--- src/rtl/duty_ramp_if.sv ---
// ---------------------------------------------------------------------------
// duty_ramp_if
//   Target handshake bundle between a brightness producer and duty_ramp.
//
//   Handshake: the producer raises target_valid and holds target stable until
//   an edge where target_valid & target_ready are both high. That edge is the
//   transfer. The consumer asserts target_ready only while it can accept.
//   A valid seen while ready is low is ignored and not queued.
//
//   Signals
//     target        N   requested final duty
//     target_valid  1   target is offered
//     target_ready  1   consumer can accept a target
//
//   Modports
//     master  producer side (drives target/target_valid)
//     slave   duty_ramp side (drives target_ready)
// ---------------------------------------------------------------------------
interface duty_ramp_if #(
    parameter int N = 8
) ();
    logic [N-1:0] target;
    logic         target_valid;
    logic         target_ready;

    modport master (
        output target,
        output target_valid,
        input  target_ready
    );

    modport slave (
        input  target,
        input  target_valid,
        output target_ready
    );
endinterface

--- src/rtl/duty_ramp.sv ---
// ---------------------------------------------------------------------------
// duty_ramp
//   Upstream driver for a PWM stage. It generates a prescaled step pulse and
//   a duty value that moves one LSB at a time toward an accepted brightness
//   target. This gives smooth LED fades instead of abrupt duty jumps.
//
//   Parameters
//     N           duty width (must match the downstream PWM)
//     PRESCALE    clk cycles per step pulse (>=1)
//     RAMP_TICKS  step pulses per 1-LSB duty change (>=1)
//
//   Ports
//     clk        in   system clock
//     rst        in   synchronous, active-high reset
//     ena        in   global enable; low freezes prescaler, ramp counter, duty
//     tgt_if     slave side of the target handshake (target/valid/ready)
//     duty       out  current duty to PWM (registered)
//     step       out  one-cycle step pulse to PWM (registered)
//     busy       out  ramp in progress (UP or DOWN)
//     done       out  one-cycle pulse when duty reaches the accepted target
//     dbg_state  out  current FSM state encoding
// ---------------------------------------------------------------------------
module duty_ramp #(
    parameter int N          = 8,
    parameter int PRESCALE   = 100,
    parameter int RAMP_TICKS = 256
) (
    input  logic         clk,
    input  logic         rst,
    input  logic         ena,
    duty_ramp_if.slave   tgt_if,
    output logic [N-1:0] duty,
    output logic         step,
    output logic         busy,
    output logic         done,
    output logic [1:0]   dbg_state
);

    // Counter widths kept at least 1 bit so PRESCALE/RAMP_TICKS of 1 work.
    localparam int PW = (PRESCALE   > 1) ? $clog2(PRESCALE)   : 1;
    localparam int RW = (RAMP_TICKS > 1) ? $clog2(RAMP_TICKS) : 1;
    localparam logic [PW-1:0] PMAX = PW'(PRESCALE - 1);
    localparam logic [RW-1:0] RMAX = RW'(RAMP_TICKS - 1);

    typedef enum logic [1:0] {
        ST_IDLE = 2'd0,
        ST_UP   = 2'd1,
        ST_DOWN = 2'd2,
        ST_DONE = 2'd3
    } state_t;

    state_t        state_q, state_d;
    logic [PW-1:0] pcnt_q,  pcnt_d;
    logic [RW-1:0] rcnt_q,  rcnt_d;
    logic [N-1:0]  duty_q,  duty_d;
    logic [N-1:0]  goal_q,  goal_d;
    logic          step_q,  step_d;
    logic [N-1:0]  duty_next;

    // Neighbour value in the ramp direction. Only used in UP/DOWN, where
    // duty is strictly short of goal, so this can never wrap.
    assign duty_next = (state_q == ST_UP) ? (duty_q + N'(1)) : (duty_q - N'(1));

    always_comb begin
        state_d = state_q;
        pcnt_d  = pcnt_q;
        rcnt_d  = rcnt_q;
        duty_d  = duty_q;
        goal_d  = goal_q;
        step_d  = 1'b0;

        // Prescaler runs in every state so the PWM pace is independent of ramping.
        if (ena) begin
            if (pcnt_q == PMAX) begin
                pcnt_d = '0;
                step_d = 1'b1;
            end else begin
                pcnt_d = pcnt_q + PW'(1);
            end
        end

        unique case (state_q)
            ST_IDLE: begin
                // Acceptance is deliberately independent of ena.
                if (tgt_if.target_valid) begin
                    goal_d = tgt_if.target;
                    rcnt_d = '0;
                    if (tgt_if.target > duty_q)      state_d = ST_UP;
                    else if (tgt_if.target < duty_q) state_d = ST_DOWN;
                    else                             state_d = ST_DONE;
                end
            end
            ST_UP, ST_DOWN: begin
                // Ramp advances on the registered step pulse, gated by ena.
                if (step_q && ena) begin
                    if (rcnt_q == RMAX) begin
                        rcnt_d = '0;
                        duty_d = duty_next;
                        if (duty_next == goal_q) state_d = ST_DONE;
                    end else begin
                        rcnt_d = rcnt_q + RW'(1);
                    end
                end
            end
            ST_DONE: begin
                state_d = ST_IDLE;
            end
            default: begin
                state_d = ST_IDLE;
            end
        endcase
    end

    always_ff @(posedge clk) begin
        if (rst) begin
            state_q <= ST_IDLE;
            pcnt_q  <= '0;
            rcnt_q  <= '0;
            duty_q  <= '0;
            goal_q  <= '0;
            step_q  <= 1'b0;
        end else begin
            state_q <= state_d;
            pcnt_q  <= pcnt_d;
            rcnt_q  <= rcnt_d;
            duty_q  <= duty_d;
            goal_q  <= goal_d;
            step_q  <= step_d;
        end
    end

    assign duty                = duty_q;
    assign step                = step_q;
    assign busy                = (state_q == ST_UP) || (state_q == ST_DOWN);
    assign done                = (state_q == ST_DONE);
    assign tgt_if.target_ready = (state_q == ST_IDLE);
    assign dbg_state           = state_q;

endmodule

--- src/flat_wrapper.sv ---
// flat-port wrapper written by rule: the top's interface ports become plain ports
module duty_ramp_flat 
#(
    parameter int N          = 8,
    parameter int PRESCALE   = 100,
    parameter int RAMP_TICKS = 256
)
  (clk, rst, ena, duty, step, busy, done, dbg_state, tgt_if_target, tgt_if_target_valid, tgt_if_target_ready);
  duty_ramp_if #(.N(N)) tgt_if_i ();
  input  logic clk;
  input  logic rst;
  input  logic ena;
  output logic [N-1:0] duty;
  output logic step;
  output logic busy;
  output logic done;
  output logic [1:0] dbg_state;
  input wire logic [$bits(tgt_if_i.target)-1:0] tgt_if_target;
  input wire logic [$bits(tgt_if_i.target_valid)-1:0] tgt_if_target_valid;
  output wire logic [$bits(tgt_if_i.target_ready)-1:0] tgt_if_target_ready;
  assign tgt_if_i.target = tgt_if_target;
  assign tgt_if_i.target_valid = tgt_if_target_valid;
  assign tgt_if_target_ready = tgt_if_i.target_ready;
  duty_ramp #(.N(N), .PRESCALE(PRESCALE), .RAMP_TICKS(RAMP_TICKS)) u_core (.clk(clk), .rst(rst), .ena(ena), .tgt_if(tgt_if_i), .duty(duty), .step(step), .busy(busy), .done(done), .dbg_state(dbg_state));
endmodule
--- config.mk ---
export PLATFORM = sky130hd
export DESIGN_NAME = duty_ramp_flat
export DESIGN_NICKNAME = d
export VERILOG_FILES = /design/src/rtl/duty_ramp_if.sv /design/src/rtl/duty_ramp.sv /design/src/flat_wrapper.sv
export SDC_FILE = /design/constraint.sdc
export NUM_CORES = 1
export LEC_CHECK = 0
export CAP_MARGIN = 25
export CORE_ASPECT_RATIO = 1.2
export CORE_MARGIN = 3
export CORE_UTILIZATION = 45
export CTS_CLUSTER_DIAMETER = 80
export DETAILED_ROUTE_END_ITERATION = 10
export GPL_ROUTABILITY_DRIVEN = 0
export HOLD_SLACK_MARGIN = 0.12
export PLACE_DENSITY = 0.68
export SYNTH_ARGS = -nofsm -noshare
export SYNTH_HDL_FRONTEND = slang
export SYNTH_SLANG_ARGS = --single-unit
--- constraint.sdc ---
create_clock -name clk -period 7.1 [get_ports clk]
set_clock_uncertainty 0.1 [all_clocks]
set_input_delay 0.71 -clock clk [delete_from_list [all_inputs] [get_ports clk]]
set_output_delay 0.71 -clock clk [all_outputs]
set_load 0.03 [all_outputs]
==> results of run 1 <==
-- layer usage --
layer  up-vias  global-route usage
met5         -                   0
met4         0              0.1014
met3        13             0.04056
met2        32              0.3087
met1       803              0.2226
li1        894                   -
-- worst max-delay path: stages (launching register included) --
cell and delay (ns):
sky130_fd_sc_hd__dfxtp_1 0.38, sky130_fd_sc_hd__inv_1 0.10, sky130_fd_sc_hd__ha_1 0.26, sky130_fd_sc_hd__inv_1 0.26, sky130_fd_sc_hd__ha_1 0.32, sky130_fd_sc_hd__a21oi_1 0.13, sky130_fd_sc_hd__o21ai_1 0.10, sky130_fd_sc_hd__a21o_1 0.19
sky130_fd_sc_hd__a21oi_1 0.28, sky130_fd_sc_hd__xnor3_1 0.28, sky130_fd_sc_hd__o41ai_2 0.45, sky130_fd_sc_hd__mux2i_1 0.23
-- kinds of logic (layout without fill, tap and decap cells) --
family / count (synthesis) / in the layout / share of synthesized area
and+or+nand+nor: 98 / 98 / 0.2191
AOI/OAI and AO/OA: 35 / 35 / 0.1068
DFF: 34 / 34 / 0.3301
xor gates and xnor gates: 28 / 28 / 0.1256
adders and majority gates: 23 / 23 / 0.1432
buffers and inverters: 20 / 47 / 0.03641
muxes: 8 / 8 / 0.03884
-- final timing paths --
kind / start / end / slack (ns) / cells past startpoint
setup reg to reg: u_core.dbg_state[1]$_SDFFE_PP0P_ / u_core.dbg_state[1]$_SDFFE_PP0P_ / 3.94 / 11
setup / recovery: u_core.dbg_state[1]$_SDFFE_PP0P_ / u_core.dbg_state[1]$_SDFFE_PP0P_ / 3.94 / 11
hold reg to reg: u_core.goal_q[6]$_SDFFE_PP0P_ / u_core.goal_q[6]$_SDFFE_PP0P_ / 0.37 / 2
hold / removal: u_core.goal_q[6]$_SDFFE_PP0P_ / u_core.goal_q[6]$_SDFFE_PP0P_ / 0.37 / 2
-- power breakdown --
part	internal (mW)	switching (mW)	total [mW]
Combinational	0.122	0.184	0.306
Sequential	0.207	0.0133	0.220
Clock	0.0779	0.0742	0.152
Total	0.407	0.272	0.679
-- registers in the layout (all words and copies together) (netlist names) --
name	cells
u_core.dbg_state	2
u_core.duty	8
u_core.goal_q	8
u_core.pcnt_q	7
u_core.rcnt_q	8
u_core.step	1
-- metrics by stage --
stage                 util  std cells  setup slack (ns)
floorplan                -        246             4.041
global placement    0.5463        321             4.043
detailed placement  0.5463        321             3.913
CTS                 0.5682        329             3.897
global route        0.5682        329             3.640
finish              0.5682        329             3.941
-- cell usage after synthesis, drive strengths merged --
| cell type | number | area, um2 |
|---|---|---|
| o41ai | 1 | 16.27 |
| nand2b | 3 | 18.77 |
| fa | 1 | 20.02 |
| xor2 | 15 | 131.4 |
| o311a | 1 | 10.01 |
| o21bai | 1 | 7.510 |
| a21o | 1 | 7.510 |
| xnor3 | 1 | 22.52 |
| o221ai | 1 | 15.01 |
| o211ai | 1 | 7.510 |
| a21oi | 19 | 95.09 |
| nor2b | 3 | 18.77 |
| nand4 | 8 | 50.05 |
| nand2 | 26 | 97.59 |
| dfxtp | 34 | 680.7 |
| or3 | 1 | 11.26 |
| nor3 | 4 | 20.02 |
| nor3b | 1 | 7.510 |
| nor2 | 33 | 126.4 |
| and3 | 1 | 6.260 |
| or2 | 1 | 6.260 |
| mux2i | 8 | 80.08 |
| xnor2 | 12 | 105.1 |
| a211oi | 2 | 15.01 |
| a2111oi | 1 | 8.760 |
| clkbuf | 7 | 26.28 |
| ha | 22 | 275.3 |
| nand3 | 15 | 75.07 |
| or4 | 1 | 7.510 |
| inv | 13 | 48.80 |
| nor4 | 1 | 6.260 |
| o21a | 1 | 7.510 |
| o21ai | 6 | 30.02 |
-- area by class of cell --
cell class,instances,area (um2),area share
Clock buffer,6,82.58,0.03359
Clock inverter,2,12.51,0.005089
Inverter,13,48.80,0.01985
Multi-Input combinational cell,192,1306,0.5313
Sequential cell,34,680.7,0.2768
Tap cell,56,70.07,0.02850
Timing Repair Buffer,26,257.7,0.1048
==> summary.md, run 1 <==
| Metric | Value |
|---|---|
| Status | completed |
| Pwr/cell area | 276.1 nW/um2 |
| Critical path start-end classification | reg -> reg |
| Y dimension of the die | 80.15 um |
| Clk sink count | 34 |
| Horizontal die dimension | 67.80 um |
| Number of gates resized after cts | 0 |
| Area Overhead vs Synth | 19.24% |
| Synthesis-stage register bit count | 34 |
| Max-slew violations | 0 |
| Count of port buffers added during placement | 25 |
| Detailed-route wire length | 4.415 mm |
| Total Power Consumption | 678.8 uW |
| Met3 wire length | 158 um |
| Overall track demand over capacity in global routing | 0.1876 |
| Final setup viols | 0 |
| Post-synthesis area per instance | 8.382 um2 |
| Number of diodes | 0 |
| Worst hold margin | 0.3674 ns |
| Most common cell after layout, fill and taps aside | sky130_fd_sc_hd__dfxtp_1 |
| Sequential element share of the synthesized area | 0.3301 |
| P_leak | 0.9529 nW |
| DRC violation count after routing | 0 |
| Post-detailed-placement half-perimeter wirelength | 3.340 mm |
| Net total in the final layout | 307 |
| H-Tree Depth | 2 |
| Post-detailed-route via-to-cell ratio | 5.295 |
| Commonest cells after routing, fill and taps aside | 34 x sky130_fd_sc_hd__dfxtp_1, 32 x sky130_fd_sc_hd__nor2_1, 26 x sky130_fd_sc_hd__nand2_1 |
| RSZ-0062 raised after global routing | no |
| Worst-path maximum fanout | 9 |
| Max cap viols | 0 |
| GRT overflow | 0 |
| Core Footprint | 4327 um2 |
| Metal2 WL | 2.189 mm |
| Final critical-path required period | 3.159 ns |
| Worst slew pin tran | 0.6225 ns |
| Number of antenna violations at the first check in global routing | 0 |
| TritonCTS clock tree | done |
| Aggregate negative setup slack | 0 ns |
| Via Count | 1742 |
| Violation count after the first detailed-route iteration | 52 |
| Clock Pin Slew Worst Setup and Hold Paths | 0.07 ns |
| Cell Area, Placed | 2364 um2 |
| Die area | 5434 um2 |
| WP data required | 7.22 ns |
| Clk buf depth | 2 |
| Max-Slew Margin vs Limit | 0.5742 |
| Routed met1 length | 1.925 mm |
| Gate Count Post-Synth | 246 |
| Unique masters post-synth | 35 |
| Buffer cell driving the clock tree root | sky130_fd_sc_hd__clkbuf_8 |
| Final hold viol count | 0 |
| Arrival time at the worst endpoint | 3.28 ns |
| Post-Syn Area | 2062 um2 |
| IR drop worst, VDD | 0.1609 mV |
| Critical path endpoint category | register |
| Standard-cell row count | 26 |
| I/O Pins | 26 |
| Hold Crit Class | reg -> reg |
| WL/cell | 13.42 um |
| Startpoint types | register |
| Uppermost routed layer | met4 |
| Count of hold-fix buffers inserted at cts | 0 |
| Fill cells | 396 |
| Antenna Nets Post-Route | 0 |
| YS warnings | 0 |
| Number of global-route vias before repair | 1705 |
| Maximum number of pins on one net before global-route repair | 29 |
| Buffers inserted by post-CTS timing repair | 0 |
| Final instance area | 2459 um2 |
| Number of nets produced by synthesis | 281 |
| Clock latency on the worst-skew pair | 0.30 ns |
| Share of cells above drive strength 1 | 0.05128 |
| Highest achievable clock rate | 0.3166 GHz |
| Number of buffers created by CTS | 5 |
| DRT Pass-1 Iters | 4 |
| First-pass GRT wire length | 7.693 mm |
| Starting density of the core | 0.4766 |
| Final critical-path share of the clock period | 0.4449 |
Power figures use the tool's default switching activity.
==> inputs of run 2 (changes only) <==
Clock period 7.1 ns to 3.2 ns, I/O delays scaled along.
==> run 2 against run 1 <==
Compared with the run above:
- clock power increased by 110%
- total power increased by 130%
- routed wire length up 3.5%
- worst hold slack better by 0.00063 ns
- non-clock buffer count is 4 higher
- critical path type unchanged
- highest routed layer unchanged
==> summary.md, run 2 (synthesized netlist as in run 1, its figures left out) <==
| Metric | Value |
|---|---|
| Status | completed |
| Worst Hold Launch | u_core.goal_q[7]$_SDFFE_PP0P_ |
| Arrival time at the worst endpoint | 3.06 ns |
| Internal reg-to-reg setup slack | 0.24 ns |
| Antenna Nets Post-Route | 0 |
| WP data required | 3.31 ns |
| Clk buf depth | 2 |
| IR drop worst, VDD | 0.4302 mV |
| Clock latency on the worst-skew pair | 0.29 ns |
| Horizontal die dimension | 67.80 um |
| Y dimension of the die | 80.15 um |
| Number of diodes | 0 |
| Share of cells above drive strength 1 | 0.06182 |
| Buffers inserted by post-CTS timing repair | 0 |
| Worst path buffer plus inverter count | 2 |
| Crit path max-delay family | compound AO/OA/AOI/OAI gates |
| Highest achievable clock rate | 0.3382 GHz |
| I/O Pins | 26 |
| Uppermost routed layer | met4 |
| Number of antenna violations at the first check in global routing | 0 |
| Critical path start-end classification | reg -> reg |
| RR Startpoint | u_core.dbg_state[1]$_SDFFE_PP0P_ |
| Core Footprint | 4327 um2 |
| Buffer cell driving the clock tree root | sky130_fd_sc_hd__clkbuf_8 |
| Met3 wire length | 151 um |
| Worst reg2reg endpoint | u_core.dbg_state[1]$_SDFFE_PP0P_ |
| Count of port buffers added during placement | 25 |
| Final critical-path required period | 2.957 ns |
| Overall track demand over capacity in global routing | 0.1846 |
| Via Count | 1733 |
| Pwr/cell area | 613.5 nW/um2 |
| Final setup viols | 0 |
| GRT overflow | 0 |
| Hold Crit Class | reg -> reg |
| WL/cell | 13.80 um |
| Final instance area | 2490 um2 |
| Startpoint types | register |
| Starting density of the core | 0.4766 |
| Cell Area, Placed | 2394 um2 |
| TritonCTS clock tree | done |
| Post-detailed-route via-to-cell ratio | 5.236 |
| Slowest cell on the critical path | sky130_fd_sc_hd__o41ai_4 |
| Number of global-route vias before repair | 1673 |
| Number of non-filler instances in the completed layout | 331 |
| Most common cell after layout, fill and taps aside | sky130_fd_sc_hd__dfxtp_1 |
| Worst slew pin tran | 0.5976 ns |
| Number of buffers created by CTS | 5 |
| End-of-flow core utilization | 0.5755 |
| Clk sink count | 34 |
| Placement-stage worst setup slack | 0.1599 ns |
| Area Overhead vs Synth | 20.75% |
| P_leak | 0.9786 nW |
| Final critical-path share of the clock period | 0.9241 |
| Max-slew violations | 0 |
| Max-Slew Margin vs Limit | 0.6012 |
| Net total in the final layout | 311 |
| Cells on Worst Hold Path | 2 |
| Post-detailed-placement half-perimeter wirelength | 3.436 mm |
| Critical path endpoint category | register |
| First-pass GRT wire length | 7.562 mm |
| DRC violation count after routing | 0 |
| Worst setup path start | u_core.dbg_state[1]$_SDFFE_PP0P_ |
| Clock Pin Slew Worst Setup and Hold Paths | 0.07 ns |
| Metal2 WL | 2.280 mm |
| Endpoint with the worst hold slack | u_core.goal_q[7]$_SDFFE_PP0P_ |
| Total Power Consumption | 1.528 mW |
| Placed Cells incl. Taps | 325 |
| Detailed-route wire length | 4.569 mm |
| Worst hold margin | 0.3680 ns |
| Worst stage delay on the critical path | 0.42 ns |
| Standard-cell row count | 26 |
| Violation count after the first detailed-route iteration | 90 |
| RSZ-0062 raised after global routing | no |
| Final worst slack | 0.2429 ns |
| Fill cells | 388 |
| Die area | 5434 um2 |
| Routed met1 length | 2.053 mm |
| CP cell instances | inv_1, ha_2, inv_1, ha_1, a21oi_1, o21ai_1, a21o_1, a21oi_1, xnor3_1, o41ai_4, mux2i_1 |
| Worst-path maximum fanout | 5 |
| Path depth of the worst reg2reg path | 11 |
| Maximum number of pins on one net before global-route repair | 21 |
| DRT Pass-1 Iters | 4 |
| Final hold viol count | 0 |
| Aggregate negative setup slack | 0 ns |
| Commonest cells after routing, fill and taps aside | 34 x sky130_fd_sc_hd__dfxtp_1, 32 x sky130_fd_sc_hd__nor2_1, 26 x sky130_fd_sc_hd__nand2_1 |
| H-Tree Depth | 2 |
| Max cap viols | 0 |
[run 2: changes by cell type in the layout (fill, tap and decap cells not counted)]
cell and delta:
sky130_fd_sc_hd__clkinv_2 -1, sky130_fd_sc_hd__clkinvlp_4 -1, sky130_fd_sc_hd__o41ai_2 -1, sky130_fd_sc_hd__o41ai_4 +1, sky130_fd_sc_hd__ha_2 +1, sky130_fd_sc_hd__ha_1 -1
sky130_fd_sc_hd__buf_4 +4
[run 2: worst max path at each step]
| stage | end | depth (start not counted) |
|---|---|---|
| final | u_core.dbg_state[1]$_SDFFE_PP0P_ | 11 |
| after global routing | u_core.dbg_state[1]$_SDFFE_PP0P_ | 11 |
| after CTS | u_core.dbg_state[1]$_SDFFE_PP0P_ | 11 |
| after detailed placement | u_core.dbg_state[1]$_SDFFE_PP0P_ | 11 |
| after global placement | u_core.dbg_state[1]$_SDFFE_PP0P_ | 11 |
| after floorplan | u_core.dbg_state[0]$_SDFFE_PP0P_ | 11 |
[run 2: cell type report]
class / count / area [um2] / share of cell area
clock buffer: 6 / 82.58 / 0.03317
timing repair buffer: 30 / 287.8 / 0.1156
inverter: 13 / 48.80 / 0.01960
multi-input combinational: 192 / 1320 / 0.5302
sequential: 34 / 680.7 / 0.2734
tap: 56 / 70.07 / 0.02814
[run 2: report_power, final]
part           switching, mW  internal, mW  leakage, nW  total [mW]
registers             0.0289         0.460        0.276       0.488
logic                  0.427         0.296        0.660       0.723
clock network          0.151         0.166       0.0431       0.317
[run 2: worst min-delay path: cells and delay by family (launching register included)]
family,cells,cell delay (ns)
DFF,1,0.32
and+or+nand+nor,1,0.05
AOI/OAI and AO/OA,1,0.05
[run 2: layer usage]
metal / vias up / global-route usage
met4: 0 / 0.08350
li1: 897 / -
met1: 794 / 0.2273
met2: 36 / 0.3057
met5: - / 0
met3: 6 / 0.03497
[run 2: timing repair]
item                                    4_1_cts  5_1_grt
hold buffers                                  0        0
endpoints found under the setup margin        0        2
gates resized for setup                       0        2
